[src/rtl/pc_gen_if.sv]
// Fetch-control bundle between the pipeline and the PC generator.
// The pipeline side drives the requests and the generator answers with fetch state.
interface pc_gen_if #(
    parameter int XLEN = 32
);
    logic            stall;
    logic            redirect_valid;
    logic [XLEN-1:0] redirect_target;
    logic            jalr_valid;
    logic [XLEN-1:0] jalr_base;
    logic [XLEN-1:0] jalr_offset;
    logic            trap;
    logic            mret;
    logic            ras_push;
    logic            ras_pop;
    logic [XLEN-1:0] pc;
    logic [XLEN-1:0] pc_plus4;
    logic [XLEN-1:0] epc;
    logic            misaligned;
    logic            ras_empty;
    logic            ras_full;

    modport master (
        output stall, redirect_valid, redirect_target, jalr_valid, jalr_base,
               jalr_offset, trap, mret, ras_push, ras_pop,
        input  pc, pc_plus4, epc, misaligned, ras_empty, ras_full
    );

    modport slave (
        input  stall, redirect_valid, redirect_target, jalr_valid, jalr_base,
               jalr_offset, trap, mret, ras_push, ras_pop,
        output pc, pc_plus4, epc, misaligned, ras_empty, ras_full
    );
endinterface

[src/rtl/pc_gen.sv]
// Program counter generator with prioritised redirects, trap/return handling
// and a circular return-address stack that overwrites its oldest entry when full.
module pc_gen #(
    parameter int              XLEN         = 32,
    parameter logic [XLEN-1:0] RESET_VECTOR = '0,
    parameter logic [XLEN-1:0] TRAP_VECTOR  = XLEN'(32'h100),
    parameter int              RAS_DEPTH    = 4
) (
    input logic   clock,
    input logic   reset,
    pc_gen_if.slave bus
);
    localparam int PW = $clog2(RAS_DEPTH);
    localparam int CW = $clog2(RAS_DEPTH + 1);

    logic [XLEN-1:0] pc_reg, pc_next;
    logic [XLEN-1:0] epc_reg, epc_next;
    logic            misaligned_reg, misaligned_next;
    logic [XLEN-1:0] ras_mem [RAS_DEPTH];
    logic [PW-1:0]   top_reg, top_next;
    logic [CW-1:0]   count_reg, count_next;

    logic [XLEN-1:0] pc_plus4;
    logic [XLEN-1:0] jalr_sum;
    logic [XLEN-1:0] jalr_target;
    logic            ras_empty;
    logic            ras_full;
    logic            pop_hit;
    logic            hold;
    logic            do_push;
    logic            do_pop;
    logic [PW-1:0]   wr_idx;

    assign pc_plus4    = pc_reg + XLEN'(4);
    assign jalr_sum    = bus.jalr_base + bus.jalr_offset;
    assign jalr_target = {jalr_sum[XLEN-1:1], 1'b0};
    assign ras_empty   = (count_reg == '0);
    assign ras_full    = (count_reg == CW'(RAS_DEPTH));
    assign pop_hit     = bus.ras_pop && !ras_empty;

    always_comb begin
        pc_next         = pc_plus4;
        epc_next        = epc_reg;
        misaligned_next = 1'b0;
        hold            = 1'b0;
        if (bus.trap) begin
            pc_next  = TRAP_VECTOR;
            epc_next = pc_reg;
        end else if (bus.mret) begin
            pc_next = epc_reg;
        end else if (bus.jalr_valid) begin
            // bit 0 is already cleared, so only bit 1 can fault here
            if (jalr_target[1]) begin
                pc_next         = TRAP_VECTOR;
                epc_next        = pc_reg;
                misaligned_next = 1'b1;
            end else begin
                pc_next = jalr_target;
            end
        end else if (bus.redirect_valid) begin
            if (|bus.redirect_target[1:0]) begin
                pc_next         = TRAP_VECTOR;
                epc_next        = pc_reg;
                misaligned_next = 1'b1;
            end else begin
                pc_next = bus.redirect_target;
            end
        end else if (pop_hit) begin
            pc_next = ras_mem[top_reg];
        end else if (bus.stall) begin
            pc_next = pc_reg;
            hold    = 1'b1;
        end
    end

    // A plain stall freezes the stack; any redirect lets the call/return bookkeeping proceed.
    assign do_push = bus.ras_push && !hold;
    assign do_pop  = pop_hit && !hold;
    assign wr_idx  = do_pop ? top_reg : top_reg + PW'(1);

    always_comb begin
        top_next   = top_reg;
        count_next = count_reg;
        if (do_push && !do_pop) begin
            top_next = top_reg + PW'(1);
            if (!ras_full) begin
                count_next = count_reg + CW'(1);
            end
        end else if (do_pop && !do_push) begin
            top_next   = top_reg - PW'(1);
            count_next = count_reg - CW'(1);
        end
    end

    always_ff @(posedge clock) begin
        if (reset) begin
            pc_reg         <= RESET_VECTOR;
            epc_reg        <= '0;
            misaligned_reg <= 1'b0;
            top_reg        <= '0;
            count_reg      <= '0;
        end else begin
            pc_reg         <= pc_next;
            epc_reg        <= epc_next;
            misaligned_reg <= misaligned_next;
            top_reg        <= top_next;
            count_reg      <= count_next;
        end
    end

    always_ff @(posedge clock) begin
        if (!reset && do_push) begin
            ras_mem[wr_idx] <= pc_plus4;
        end
    end

    assign bus.pc         = pc_reg;
    assign bus.pc_plus4   = pc_plus4;
    assign bus.epc        = epc_reg;
    assign bus.misaligned = misaligned_reg;
    assign bus.ras_empty  = ras_empty;
    assign bus.ras_full   = ras_full;
endmodule
[src/flat_wrapper.sv]
// flat-port wrapper written by rule: the top's interface ports become plain ports
module pc_gen_flat 
#(
    parameter int              XLEN         = 32,
    parameter logic [XLEN-1:0] RESET_VECTOR = '0,
    parameter logic [XLEN-1:0] TRAP_VECTOR  = XLEN'(32'h100),
    parameter int              RAS_DEPTH    = 4
)
  (clock, reset, bus_stall, bus_redirect_valid, bus_redirect_target, bus_jalr_valid, bus_jalr_base, bus_jalr_offset, bus_trap, bus_mret, bus_ras_push, bus_ras_pop, bus_pc, bus_pc_plus4, bus_epc, bus_misaligned, bus_ras_empty, bus_ras_full);
  pc_gen_if #(.XLEN(XLEN)) bus_i ();
  input logic clock;
  input logic reset;
  input wire logic [$bits(bus_i.stall)-1:0] bus_stall;
  input wire logic [$bits(bus_i.redirect_valid)-1:0] bus_redirect_valid;
  input wire logic [$bits(bus_i.redirect_target)-1:0] bus_redirect_target;
  input wire logic [$bits(bus_i.jalr_valid)-1:0] bus_jalr_valid;
  input wire logic [$bits(bus_i.jalr_base)-1:0] bus_jalr_base;
  input wire logic [$bits(bus_i.jalr_offset)-1:0] bus_jalr_offset;
  input wire logic [$bits(bus_i.trap)-1:0] bus_trap;
  input wire logic [$bits(bus_i.mret)-1:0] bus_mret;
  input wire logic [$bits(bus_i.ras_push)-1:0] bus_ras_push;
  input wire logic [$bits(bus_i.ras_pop)-1:0] bus_ras_pop;
  output wire logic [$bits(bus_i.pc)-1:0] bus_pc;
  output wire logic [$bits(bus_i.pc_plus4)-1:0] bus_pc_plus4;
  output wire logic [$bits(bus_i.epc)-1:0] bus_epc;
  output wire logic [$bits(bus_i.misaligned)-1:0] bus_misaligned;
  output wire logic [$bits(bus_i.ras_empty)-1:0] bus_ras_empty;
  output wire logic [$bits(bus_i.ras_full)-1:0] bus_ras_full;
  assign bus_i.stall = bus_stall;
  assign bus_i.redirect_valid = bus_redirect_valid;
  assign bus_i.redirect_target = bus_redirect_target;
  assign bus_i.jalr_valid = bus_jalr_valid;
  assign bus_i.jalr_base = bus_jalr_base;
  assign bus_i.jalr_offset = bus_jalr_offset;
  assign bus_i.trap = bus_trap;
  assign bus_i.mret = bus_mret;
  assign bus_i.ras_push = bus_ras_push;
  assign bus_i.ras_pop = bus_ras_pop;
  assign bus_pc = bus_i.pc;
  assign bus_pc_plus4 = bus_i.pc_plus4;
  assign bus_epc = bus_i.epc;
  assign bus_misaligned = bus_i.misaligned;
  assign bus_ras_empty = bus_i.ras_empty;
  assign bus_ras_full = bus_i.ras_full;
  pc_gen #(.XLEN(XLEN), .RESET_VECTOR(RESET_VECTOR), .TRAP_VECTOR(TRAP_VECTOR), .RAS_DEPTH(RAS_DEPTH)) u_core (.clock(clock), .reset(reset), .bus(bus_i));
endmodule
[config.mk]
export PLATFORM = sky130hd
export DESIGN_NAME = pc_gen_flat
export DESIGN_NICKNAME = d
export VERILOG_FILES = /design/src/rtl/pc_gen_if.sv /design/src/rtl/pc_gen.sv /design/src/flat_wrapper.sv
export SDC_FILE = /design/constraint.sdc
export NUM_CORES = 1
export LEC_CHECK = 0
export ABC_AREA = 0
export CAP_MARGIN = 20
export CORE_UTILIZATION = 40
export CTS_CLUSTER_SIZE = 16
export DETAILED_ROUTE_END_ITERATION = 8
export PLACE_DENSITY_LB_ADDON = 0.15
export SLEW_MARGIN = 5
export SYNTH_ARGS = -nofsm -noshare
export SYNTH_HDL_FRONTEND = slang
export SYNTH_SLANG_ARGS = --single-unit
[constraint.sdc]
create_clock -name clock -period 9.7 [get_ports clock]
set_input_delay 1.94 -clock clock [delete_from_list [all_inputs] [get_ports clock]]
set_output_delay 1.94 -clock clock [all_outputs]
set_load 0.005 [all_outputs]
==> impl_metrics.prom, run 1 <==
# TYPE chip_impl_metric gauge
chip_impl_info{name="outcome",value="finished, final reports clean"} 1
chip_impl_info{name="cp_cell_sequence",value="ha_1 -> and2_1 -> nand4_2 -> nor3_1 -> nand2_1 -> xnor2_1 -> clkdlybuf4s50_1"} 1
chip_impl_metric{name="floorplan.initialDensity",unit=""} 0.409
chip_impl_metric{name="drv_cap",unit=""} 0
chip_impl_metric{name="synth-edff-count",unit=""} 128
chip_impl_info{name="hold_path_class",value="flip-flop to flip-flop"} 1
chip_impl_info{name="endpoint_of_the_most_critical_register_to_register_path",value="u_core.ras_mem[1][1]$_DFFE_PP_"} 1
chip_impl_metric{name="cp.arrival",unit="ps"} 3410
chip_impl_metric{name="power-per-cell-area",unit="mW/mm²"} 183
chip_impl_metric{name="number_of_resized_instances_in_the_post_cts_repair_step",unit=""} 0
chip_impl_metric{name="die_w",unit="µm"} 163
chip_impl_metric{name="groute.usage.overall",unit=""} 0.256
chip_impl_metric{name="netlist_instances",unit=""} 931
chip_impl_metric{name="p_sw_frac",unit=""} 0.324
chip_impl_metric{name="globalplace.congestion",unit=""} 0.890
chip_impl_metric{name="dp_worst_setup_slack",unit="ps"} 4290
chip_impl_info{name="cts_tree",value="done"} 1
chip_impl_metric{name="clk_latency",unit="ps"} 440
chip_impl_metric{name="wl_per_cell",unit="µm"} 22.9
chip_impl_info{name="cp-end-kind",value="output port"} 1
chip_impl_metric{name="syn_avg_cell_area",unit="µm²"} 11.1
chip_impl_metric{name="port_buffers",unit=""} 203
chip_impl_metric{name="largest_reg_flops",unit=""} 128
chip_impl_metric{name="post_synth_num_cell_types",unit=""} 70
chip_impl_metric{name="fmax_achieved",unit="GHz"} 0.187
chip_impl_metric{name="design.die.area",unit="mm²"} 0.0265
chip_impl_metric{name="grt_antenna_before_repair",unit=""} 0
chip_impl_info{name="clk_root_buffer_cell",value="clkbuf_16"} 1
chip_impl_metric{name="synth_seq_area_share",unit=""} 0.512
chip_impl_metric{name="final_antenna_net_count",unit=""} 0
chip_impl_metric{name="design.portCount",unit=""} 204
chip_impl_metric{name="largest_net_degree_at_the_start_of_global_routing",unit=""} 44
chip_impl_info{name="critical_path_class",value="flip-flop to output port"} 1
chip_impl_metric{name="yosysWarningCount",unit=""} 0
chip_impl_metric{name="timing.final.hold_violations",unit=""} 0
chip_impl_metric{name="synth-seq-cells",unit=""} 200
chip_impl_info{name="synth.cells.most_frequent",value="128 x edfxtp_1, 121 x nand2_1, 92 x a21oi_1"} 1
chip_impl_info{name="crit_slowest_cell",value="clkdlybuf4s50_1"} 1
chip_impl_metric{name="max_slew.worst_pin.slew",unit="ps"} 1080
chip_impl_metric{name="cts_buffers",unit=""} 17
chip_impl_metric{name="p_int",unit="mW"} 1.65
chip_impl_metric{name="worst_clock_skew",unit="ps"} 13.0
chip_impl_metric{name="totalNegativeSetupSlack",unit="ps"} 0
chip_impl_metric{name="power_frac_clock",unit=""} 0.290
chip_impl_metric{name="switchingPower",unit="µW"} 789
chip_impl_metric{name="grt_pass1_wl",unit="µm"} 50100
chip_impl_metric{name="clkTransAtPathRegs",unit="ps"} 80
chip_impl_metric{name="clock_sinks",unit=""} 200
chip_impl_metric{name="cts_hold_buf",unit=""} 0
chip_impl_metric{name="final_net_count",unit=""} 1258
chip_impl_metric{name="area_growth",unit="%"} 28.8
chip_impl_metric{name="share_comb_of_total_power",unit=""} 0.281
chip_impl_metric{name="asyncSetResetFlopFracSynth",unit=""} 0
chip_impl_metric{name="fp.dieH",unit="µm"} 163
chip_impl_info{name="yosys.area.top_type",value="edfxtp_1"} 1
chip_impl_metric{name="post-dp-hpwl",unit="µm"} 24000
chip_impl_info{name="synthTopCellsByArea",value="edfxtp_1 37%, dfxtp_1 14%, mux4_2 7.0%"} 1
chip_impl_metric{name="dr.first_iter.drc_count",unit=""} 792
chip_impl_metric{name="setup_slack_of_the_worst_register_to_register_path",unit="ps"} 6490
chip_impl_metric{name="drt_wl_total",unit="µm"} 33400
chip_impl_metric{name="number_of_global_route_vias_before_repair",unit=""} 8285
chip_impl_metric{name="max_stage_delay",unit="ps"} 700
chip_impl_metric{name="setup_viol",unit=""} 0
chip_impl_info{name="timing.rr.start",value="u_core.count_reg[1]$_SDFFE_PP0P_"} 1
chip_impl_metric{name="rows",unit=""} 58
chip_impl_metric{name="postSynthNetCount",unit=""} 1071
chip_impl_metric{name="via_count",unit=""} 8603
chip_impl_metric{name="critPathMaxFanout",unit=""} 9
chip_impl_metric{name="htreeDepth",unit=""} 4
chip_impl_info{name="setup.worst_path.start",value="u_core.bus.pc[2]$_SDFFE_PP0P_"} 1
chip_impl_info{name="grt_setup_unrepaired",value="no"} 1
chip_impl_info{name="critical_path.startpoint_type",value="flip-flop"} 1
chip_impl_metric{name="timing.max_slew.rel_slack",unit=""} 0.279
chip_impl_metric{name="routed_via_density",unit=""} 5.89
chip_impl_metric{name="setup_slack",unit="ps"} 4350
chip_impl_metric{name="clockBufferDepth",unit=""} 2
chip_impl_metric{name="antenna-diode-count",unit=""} 0
chip_impl_metric{name="grt.overflow.total",unit=""} 0
chip_impl_metric{name="ir_worst_vdd",unit="V"} 0.000121
chip_impl_metric{name="timing.final.crit_share",unit=""} 0.552
chip_impl_metric{name="final.min_clock_period",unit="ps"} 5350
chip_impl_info{name="critPathCapture",value="bus_pc_plus4[24]"} 1
chip_impl_metric{name="reg2reg_depth",unit=""} 8
chip_impl_metric{name="layout-drive-gt1-share",unit=""} 0.0937
chip_impl_metric{name="static_leakage",unit="nW"} 4.57
chip_impl_info{name="leading_register_cell_type_out_of_synthesis",value="edfxtp_1"} 1
chip_impl_metric{name="synth_top_area_share",unit=""} 0.372
chip_impl_metric{name="drc",unit=""} 0
chip_impl_metric{name="cts.repair_timing.setup_buffer_count",unit=""} 0
chip_impl_metric{name="timing.final.max_slew_violations",unit=""} 0
chip_impl_metric{name="share_seq_of_total_power",unit=""} 0.429
chip_impl_info{name="post-synth-top-count-cell",value="edfxtp_1"} 1
chip_impl_metric{name="coreArea",unit="mm²"} 0.0253
chip_impl_metric{name="netlist_area_pre_place",unit="mm²"} 0.0103
chip_impl_metric{name="drtPass1Iterations",unit=""} 7
chip_impl_metric{name="crit_required",unit="ps"} 7760
chip_impl_metric{name="fin_worst_hold_slack",unit="ps"} 477
worst min path at each step:
stage / startpoint / endpoint / slack, ps / cells after the start
4_1_cts: u_core.bus.epc[14]$_SDFFE_PP0P_ / u_core.bus.epc[14]$_SDFFE_PP0P_ / 470 / 2
3_5_place_dp: u_core.bus.epc[8]$_SDFFE_PP0P_ / u_core.bus.epc[8]$_SDFFE_PP0P_ / 460 / 2
5_1_grt: u_core.bus.epc[6]$_SDFFE_PP0P_ / u_core.bus.epc[6]$_SDFFE_PP0P_ / 490 / 2
2_1_floorplan: u_core.bus.epc[6]$_SDFFE_PP0P_ / u_core.bus.epc[6]$_SDFFE_PP0P_ / 460 / 2
3_3_place_gp: u_core.bus.epc[8]$_SDFFE_PP0P_ / u_core.bus.epc[8]$_SDFFE_PP0P_ / 450 / 2
6_report: u_core.bus.epc[14]$_SDFFE_PP0P_ / u_core.bus.epc[14]$_SDFFE_PP0P_ / 480 / 2
placed cells by master (no fill, tap or decap), drive strengths merged, types with 10 or more instances in the layout:
cell,synthesis,final
edfxtp,128,128
buf,14,17
a221oi,14,14
clkdlybuf4s50,0,202
dfxtp,72,72
o221ai,21,21
clkbuf,37,17
o21ai,27,27
inv,19,27
nand2,121,121
mux2i,10,10
a21o,11,11
ha,33,33
mux4,32,32
xor2,19,19
a221o,14,14
xnor2,32,32
nor3,24,24
nand3,23,23
a21oi,92,92
nor2,57,57
worst max-delay path, delay by kind of cell, from the launching register on:
kind                     cells  cell delay [ps]
XOR/XNOR                     1              550
adder cells (fa/ha/maj)      1              340
buffers and inverters        1              700
flip-flops                   1              530
AND/OR/NAND/NOR              4              860
stage by stage:
stage	area [µm²]	total power, mW	utilization	instances
floorplan	10300	1.48	-	931
global placement	12700	1.74	0.503	1429
detailed placement	12700	1.75	0.503	1429
CTS	13300	2.45	0.527	1461
global route	13300	2.54	0.527	1461
finish	13300	2.44	0.527	1461
cell families (layout without fill, tap and decap cells):
group	after synthesis	after routing	share of synthesized area
buffers and inverters	70	270	0.0277
muxes	45	45	0.0827
and+or+nand+nor	290	290	0.134
DFF	200	200	0.512
xor gates and xnor gates	51	51	0.0433
AOI/OAI and AO/OA	240	240	0.157
adders and majority gates	35	35	0.0439
metal layers:
layer / track usage / wire length, µm / vias up
li1: - / - / 3922
met1: 0.335 / 13700 / 4193
met2: 0.424 / 16100 / 438
met3: 0.0481 / 2500 / 50
met4: 0.0926 / 1090 / 0
met5: 0 / 0 / -
power by group through the flow:
stage | Clock (mW) | Sequential, mW | Combinational [mW]
after global routing | 0.745 | 1.05 | 0.736
after floorplan | 0 | 1.04 | 0.439
after CTS | 0.715 | 1.05 | 0.689
after detailed placement | 0 | 1.06 | 0.683
final | 0.706 | 1.05 | 0.685
after global placement | 0 | 1.06 | 0.675
layout make-up:
type / count / area, µm²
fill: 2269 / 11900
sequential: 200 / 5290
timing repair buffer: 219 / 2150
clock inverter: 15 / 171
multi-input combinational: 661 / 4790
clock buffer: 17 / 425
inverter: 19 / 71.3
tap: 330 / 413
Note: power is estimated with default switching activity, not from simulation.
==> run 2: changes to the inputs <==
clock period = 4.4 ns   (was 9.7 ns; I/O delays follow)
==> run 2 against run 1 <==
  * Clock power increased by 120%
  * Die area unchanged
  * Via count about the same
  * Core utilization increased by 0.51 points
  * Critical path type unchanged
  * Critical endpoint is now bus_pc_plus4[31]
  * Final area increased by 0.96%
  * Sequential share of layout area decreased by 0.38 points
  * Combinational power increased by 120%
  * Global-route usage decreased by 0.16 points
  * Count of clock-buffer cells in the layout increased by 1
  * Worst hold slack got worse by 4.2 ps
  * Clock skew increased by 8.4 ps
  * Register-to-register slack got worse by 5200 ps
==> impl_metrics.prom, run 2 (synthesis results as in run 1) <==
# TYPE chip_impl_metric gauge
chip_impl_metric{name="clkTransAtPathRegs",unit="ps"} 80
chip_impl_metric{name="fin_worst_hold_slack",unit="ps"} 472
chip_impl_info{name="most_common_library_cell_in_the_layout_ignoring_fill_and_taps",value="clkdlybuf4s50_1"} 1
chip_impl_metric{name="setup_slack_of_the_worst_register_to_register_path",unit="ps"} 1340
chip_impl_info{name="cp-end-kind",value="output port"} 1
chip_impl_metric{name="htreeDepth",unit=""} 4
chip_impl_metric{name="cp.arrival",unit="ps"} 3280
chip_impl_metric{name="cts.repair_timing.setup_buffer_count",unit=""} 0
chip_impl_metric{name="antenna-diode-count",unit=""} 0
chip_impl_info{name="cp_cell_sequence",value="and3_1 -> nand4_4 -> or3_4 -> nor3_2 -> xor2_1 -> clkdlybuf4s50_1"} 1
chip_impl_metric{name="floorplan.initialDensity",unit=""} 0.409
chip_impl_metric{name="grt.overflow.total",unit=""} 0
chip_impl_metric{name="largest_reg_flops",unit=""} 128
chip_impl_metric{name="power-per-cell-area",unit="mW/mm²"} 402
chip_impl_metric{name="largest_net_degree_at_the_start_of_global_routing",unit=""} 43
chip_impl_metric{name="layout.filler_cells",unit=""} 2261
chip_impl_metric{name="via_count",unit=""} 8597
chip_impl_metric{name="max_stage_delay",unit="ps"} 600
chip_impl_info{name="highest_metal_layer_with_signal_wires",value="met4"} 1
chip_impl_metric{name="fin_area",unit="mm²"} 0.0134
chip_impl_metric{name="drtPass1Iterations",unit=""} 5
chip_impl_info{name="grt_setup_unrepaired",value="no"} 1
chip_impl_metric{name="routed_met3_length",unit="µm"} 2130
chip_impl_metric{name="routed_via_density",unit=""} 5.82
chip_impl_metric{name="design.portCount",unit=""} 204
chip_impl_metric{name="cts_hold_buf",unit=""} 0
chip_impl_metric{name="final_antenna_net_count",unit=""} 0
chip_impl_metric{name="power_frac_clock",unit=""} 0.292
chip_impl_metric{name="port_buffers",unit=""} 203
chip_impl_metric{name="post-dp-hpwl",unit="µm"} 24100
chip_impl_metric{name="share_seq_of_total_power",unit=""} 0.429
chip_impl_metric{name="grt_pass1_wl",unit="µm"} 50000
chip_impl_metric{name="drc",unit=""} 0
chip_impl_info{name="crit_slowest_cell",value="clkdlybuf4s50_1"} 1
chip_impl_metric{name="switchingPower",unit="mW"} 1.71
chip_impl_metric{name="dr.first_iter.drc_count",unit=""} 613
chip_impl_metric{name="share_comb_of_total_power",unit=""} 0.280
chip_impl_metric{name="path_buf_inv",unit=""} 1
chip_impl_metric{name="p_int",unit="mW"} 3.70
chip_impl_metric{name="fmax_achieved",unit="GHz"} 0.240
chip_impl_info{name="critical_path_class",value="flip-flop to output port"} 1
chip_impl_metric{name="groute.usage.overall",unit=""} 0.255
chip_impl_metric{name="timing.final.crit_share",unit=""} 0.945
chip_impl_metric{name="clockBufferDepth",unit=""} 2
chip_impl_metric{name="static_leakage",unit="nW"} 4.66
chip_impl_metric{name="routed-wl-met2",unit="µm"} 16100
chip_impl_metric{name="globalplace.congestion",unit=""} 0.887
chip_impl_metric{name="timing.final.hold_violations",unit=""} 0
chip_impl_info{name="hold_path_class",value="flip-flop to flip-flop"} 1
chip_impl_info{name="outcome",value="finished, final reports clean"} 1
chip_impl_metric{name="clock_sinks",unit=""} 200
chip_impl_metric{name="dp.cells",unit=""} 1446
chip_impl_metric{name="drt_wl_total",unit="µm"} 33000
chip_impl_metric{name="final_net_count",unit=""} 1275
chip_impl_metric{name="timing.max_slew.rel_slack",unit=""} 0.478
chip_impl_metric{name="totalNegativeSetupSlack",unit="ps"} 0
chip_impl_metric{name="design.die.area",unit="mm²"} 0.0265
chip_impl_metric{name="number_of_global_route_vias_before_repair",unit=""} 8404
chip_impl_metric{name="coreArea",unit="mm²"} 0.0253
chip_impl_info{name="clk_root_buffer_cell",value="clkbuf_16"} 1
chip_impl_metric{name="critPathMaxFanout",unit=""} 9
chip_impl_metric{name="drt-met1-wl",unit="µm"} 14100
chip_impl_info{name="cts_tree",value="done"} 1
chip_impl_metric{name="grt_antenna_before_repair",unit=""} 0
chip_impl_metric{name="dpl-instance-area",unit="mm²"} 0.0128
chip_impl_metric{name="worst_clock_skew",unit="ps"} 21.4
chip_impl_metric{name="drv_cap",unit=""} 0
chip_impl_metric{name="die_w",unit="µm"} 163
chip_impl_metric{name="final.min_clock_period",unit="ps"} 4160
chip_impl_metric{name="max_slew.worst_pin.slew",unit="ps"} 777
chip_impl_info{name="path_delay_family",value="simple AND/OR/NAND/NOR gates"} 1
chip_impl_metric{name="timing.final.max_slew_violations",unit=""} 0
chip_impl_metric{name="report.power.total",unit="mW"} 5.40
chip_impl_info{name="layout_common_cells",value="202 x clkdlybuf4s50_1, 128 x edfxtp_1, 121 x nand2_1"} 1
chip_impl_metric{name="cts_buffers",unit=""} 17
chip_impl_metric{name="wl_per_cell",unit="µm"} 22.3
chip_impl_metric{name="p_sw_frac",unit=""} 0.316
chip_impl_metric{name="clk_latency",unit="ps"} 450
chip_impl_metric{name="layout-drive-gt1-share",unit=""} 0.109
chip_impl_metric{name="setup_viol",unit=""} 0
chip_impl_metric{name="crit_required",unit="ps"} 3520
chip_impl_metric{name="area_growth",unit="%"} 30.1
chip_impl_metric{name="rows",unit=""} 58
chip_impl_metric{name="final-instance-count-excl-fill",unit=""} 1478
chip_impl_info{name="critical_path.startpoint_type",value="flip-flop"} 1
chip_impl_metric{name="ir_worst_vdd",unit="V"} 0.000215
chip_impl_metric{name="fp.dieH",unit="µm"} 163
[run 2: what timing repair did]
action / 4_1_cts / 5_1_grt
gates resized for setup: 0 / 3
setup endpoints to repair: 0 / 3
hold endpoints to repair: 0 / 0
[run 2: path summary, 6_finish.rpt]
check / cells past startpoint / start / to
min: 2 / u_core.bus.epc[6]$_SDFFE_PP0P_ / u_core.bus.epc[6]$_SDFFE_PP0P_
max: 6 / u_core.bus.pc[2]$_SDFFE_PP0P_ / bus_pc_plus4[31]
min reg2reg: 2 / u_core.bus.epc[6]$_SDFFE_PP0P_ / u_core.bus.epc[6]$_SDFFE_PP0P_
max reg2reg: 12 / u_core.count_reg[1]$_SDFFE_PP0P_ / u_core.count_reg[2]$_SDFFE_PP0P_
[run 2: per-layer routing]
layer,vias to the layer above,GRT usage
met5,-,0
met4,0,0.0875
met3,33,0.0351
met2,331,0.427
met1,4277,0.337
li1,3956,-
[run 2: through the flow]
stage | util | worst slack (ps)
4_1_cts | 0.531 | 134
6_report | 0.532 | 240
5_1_grt | 0.532 | 89.0
3_3_place_gp | 0.508 | 526
3_5_place_dp | 0.508 | 460
2_1_floorplan | - | 125
[run 2: final cells by class]
| class | count | area, µm² | share of cell area |
|---|---|---|---|
| sequential | 200 | 5290 | 0.394 |
| multi-input combinational | 661 | 4810 | 0.358 |
| inverter | 19 | 71.3 | 0.00531 |
| tap | 330 | 413 | 0.0307 |
| clock buffer | 18 | 429 | 0.0319 |
| clock inverter | 14 | 151 | 0.0113 |
| timing repair buffer | 236 | 2270 | 0.169 |
[run 2: power by group through the flow]
stage	Combinational (mW)	Sequential, mW	Clock [mW]
global placement	1.50	2.36	0
finish	1.51	2.32	1.58
global route	1.63	2.34	1.65
detailed placement	1.51	2.36	0
CTS	1.52	2.32	1.59
floorplan	0.968	2.29	0
[run 2: tightest hold or removal path: cells and delay by family (launching register included)]
kind / cells / cell delay, ps
DFF: 1 / 320
and+or+nand+nor: 1 / 50
AOI/OAI and AO/OA: 1 / 50
==> run 3: changes to the inputs <==
ABC_AREA = not set   (was 0)
==> results of run 3 <==
Same layout as run 2: the final DEF is identical, and so are final timing and power.
==> edit: new RTL, flow settings as in run 3 <==
`RAS_DEPTH` is set to 4 in 2 places; all go to 16.
--- a/src/rtl/pc_gen.sv
+++ b/src/rtl/pc_gen.sv
@@ -5,5 +5,5 @@
     parameter logic [XLEN-1:0] RESET_VECTOR = '0,
     parameter logic [XLEN-1:0] TRAP_VECTOR  = XLEN'(32'h100),
-    parameter int              RAS_DEPTH    = 4
+    parameter int              RAS_DEPTH    = 16
 ) (
     input logic   clock,
--- a/src/flat_wrapper.sv
+++ b/src/flat_wrapper.sv
@@ -5,5 +5,5 @@
     parameter logic [XLEN-1:0] RESET_VECTOR = '0,
     parameter logic [XLEN-1:0] TRAP_VECTOR  = XLEN'(32'h100),
-    parameter int              RAS_DEPTH    = 4
+    parameter int              RAS_DEPTH    = 16
 )
   (clock, reset, bus_stall, bus_redirect_valid, bus_redirect_target, bus_jalr_valid, bus_jalr_base, bus_jalr_offset, bus_trap, bus_mret, bus_ras_push, bus_ras_pop, bus_pc, bus_pc_plus4, bus_epc, bus_misaligned, bus_ras_empty, bus_ras_full);
Check against the original RTL: not equivalent (Yosys sat finds a counterexample within 10 cycles, from zero or initial values and one cycle with reset high).
==> edit against run 3 <==
- hold slack better by 0.0010 ns
- wire length is 140% higher
- worst setup slack worse by 0.093 ns
- power grew to 3.1 times the old value
- sequential cell count is 390 higher
- synthesized area is 150% higher
- global-route usage is 0.98 points lower
- sequential power grew to 2.9 times the old value
- die area is 150% higher
- cell count is 86% higher
- final area is 130% higher
- core utilization is 3.5 points lower
- clock power grew to 3.3 times the old value
- fmax is 2.2% lower
- critical endpoint is now bus_pc_plus4[26]
- largest cell class unchanged
==> edit: results (changes against run 3) <==
clock buffer count -> 65 (+47)
worst reg2reg path endpoint -> u_core.count_reg[4]$_SDFFE_PP0P_
Mapped Nets -> 1740 (+62%)
first-pass GRT wire length -> 113000 µm (+130%)
initial drt markers -> 1529 (+150%)
adder-cell share of the synthesized area -> 0.0201 (-0.0238)
layout cells sized above 1 -> 0.210 (+0.101)
post-cts sizing count -> 2 (+2)
Top Metal Used -> met5
via count -> 16100 (+87%)
hold path endpoint -> u_core.bus.epc[7]$_SDFFE_PP0P_
Post-Synth XOR/XNOR Area -> 0.0198 (-0.0234)
Post-synth EDFFs -> 512 (+300%)
Commonest cells post-synth -> edfxtp_1 (512), mux4_2 (158), nand2_1 (134), a21oi_1 (90), nor2_1 (83)
largest net degree at the start of global routing -> 58 (+35%)
worst hold slack -> 0.473 ns (+0.00103 ns)
Place WS -> 0.372 ns (-0.0875 ns)
fraction of area in multi-input gates -> 0.267 (-0.0910)
CTS HTree Levels -> 2 (-2)
compound-cell area share of the yosys netlist -> 0.0704 (-0.0866)
Total GRT Usage -> 0.245 (-0.00977)
nonclk buf count -> 300 (+27%)
r2r setup slk -> 0.85 ns (-0.49 ns)
Synth area leaders -> edfxtp_1 (60%), mux4_2 (14%), dfxtp_1 (6.1%)
Reg2Reg Depth -> 16 (+4)
Setup WS post-layout -> 0.147 ns (-0.0929 ns)
post-synth cell types -> 78 (+11%)
met3 Use GR -> 0.0617 (+0.0266)
top_reg_cell synth -> edfxtp_1
register area share after synthesis -> 0.660 (+0.148)
Slew HR -> 0.281 (-0.197)
internal power -> 11.6 mW (+210%)
Clock buf/inv share -> 0.0652 (+0.0220)
nets@finish -> 2003 (+57%)
CTS Buffer Depth -> 3 (+1)
Final Wtd Congestion -> 0.967 (+9.0%)
crit path from -> u_core.bus.pc[8]$_SDFFE_PP0P_
Inverters, non-clock -> 14 (-5)
Non-clock buffering overhead -> 0.0933 (-0.0761)
Inserted Clock Buffers -> 60 (+43)
comb_multi_in -> 892 (+35%)
clock latency on the worst-skew pair -> 0.65 ns (+0.20 ns)
M2 GR Usage -> 0.385 (-0.0419)
critical hold path startpoint -> u_core.bus.epc[7]$_SDFFE_PP0P_
FF/Latch Area -> 16900 µm² (+220%)
Routed met2 length -> 36500 µm (+130%)
end of the critical path -> bus_pc_plus4[26]
fill cell count -> 5236 (+130%)
Num Clock Sinks -> 590 (+200%)
status -> finished clean
leak pwr -> 10.3 nW (+120%)
top cell family by delay on the critical path -> buffers and inverters
post-DP HPWL -> 52600 µm (+120%)
met3 wire length -> 7430 µm (+250%)
Largest register FFs -> 512 (+300%)
clock root buffer -> clkbuf_16
edit: cell types whose count changed after synthesis, sizes merged, moves of 8 or more:
| cell | delta |
|---|---|
| edfxtp | +384 |
| mux4 | +126 |
| clkbuf | +30 |
| nor2 | +27 |
| buf | +18 |
| nand2 | +13 |
| o221ai | -12 |
| a21o | +11 |
| nand4 | +10 |
| a221o | -8 |
edit: power groups by stage:
stage / Clock [mW] / Sequential [mW] / Combinational, mW
floorplan: 0 / 6.66 / 3.06
global placement: 0 / 6.89 / 4.42
detailed placement: 0 / 6.90 / 4.45
CTS: 5.39 / 6.78 / 4.46
global route: 5.59 / 6.81 / 4.73
finish: 5.28 / 6.77 / 4.44
edit: through the flow:
| step | area (µm²) | instances |
|---|---|---|
| 2_1_floorplan | 25700 | 1595 |
| 3_3_place_gp | 29300 | 2642 |
| 3_5_place_dp | 29300 | 2642 |
| 4_1_cts | 31400 | 2756 |
| 5_1_grt | 31400 | 2756 |
| 6_report | 31400 | 2756 |
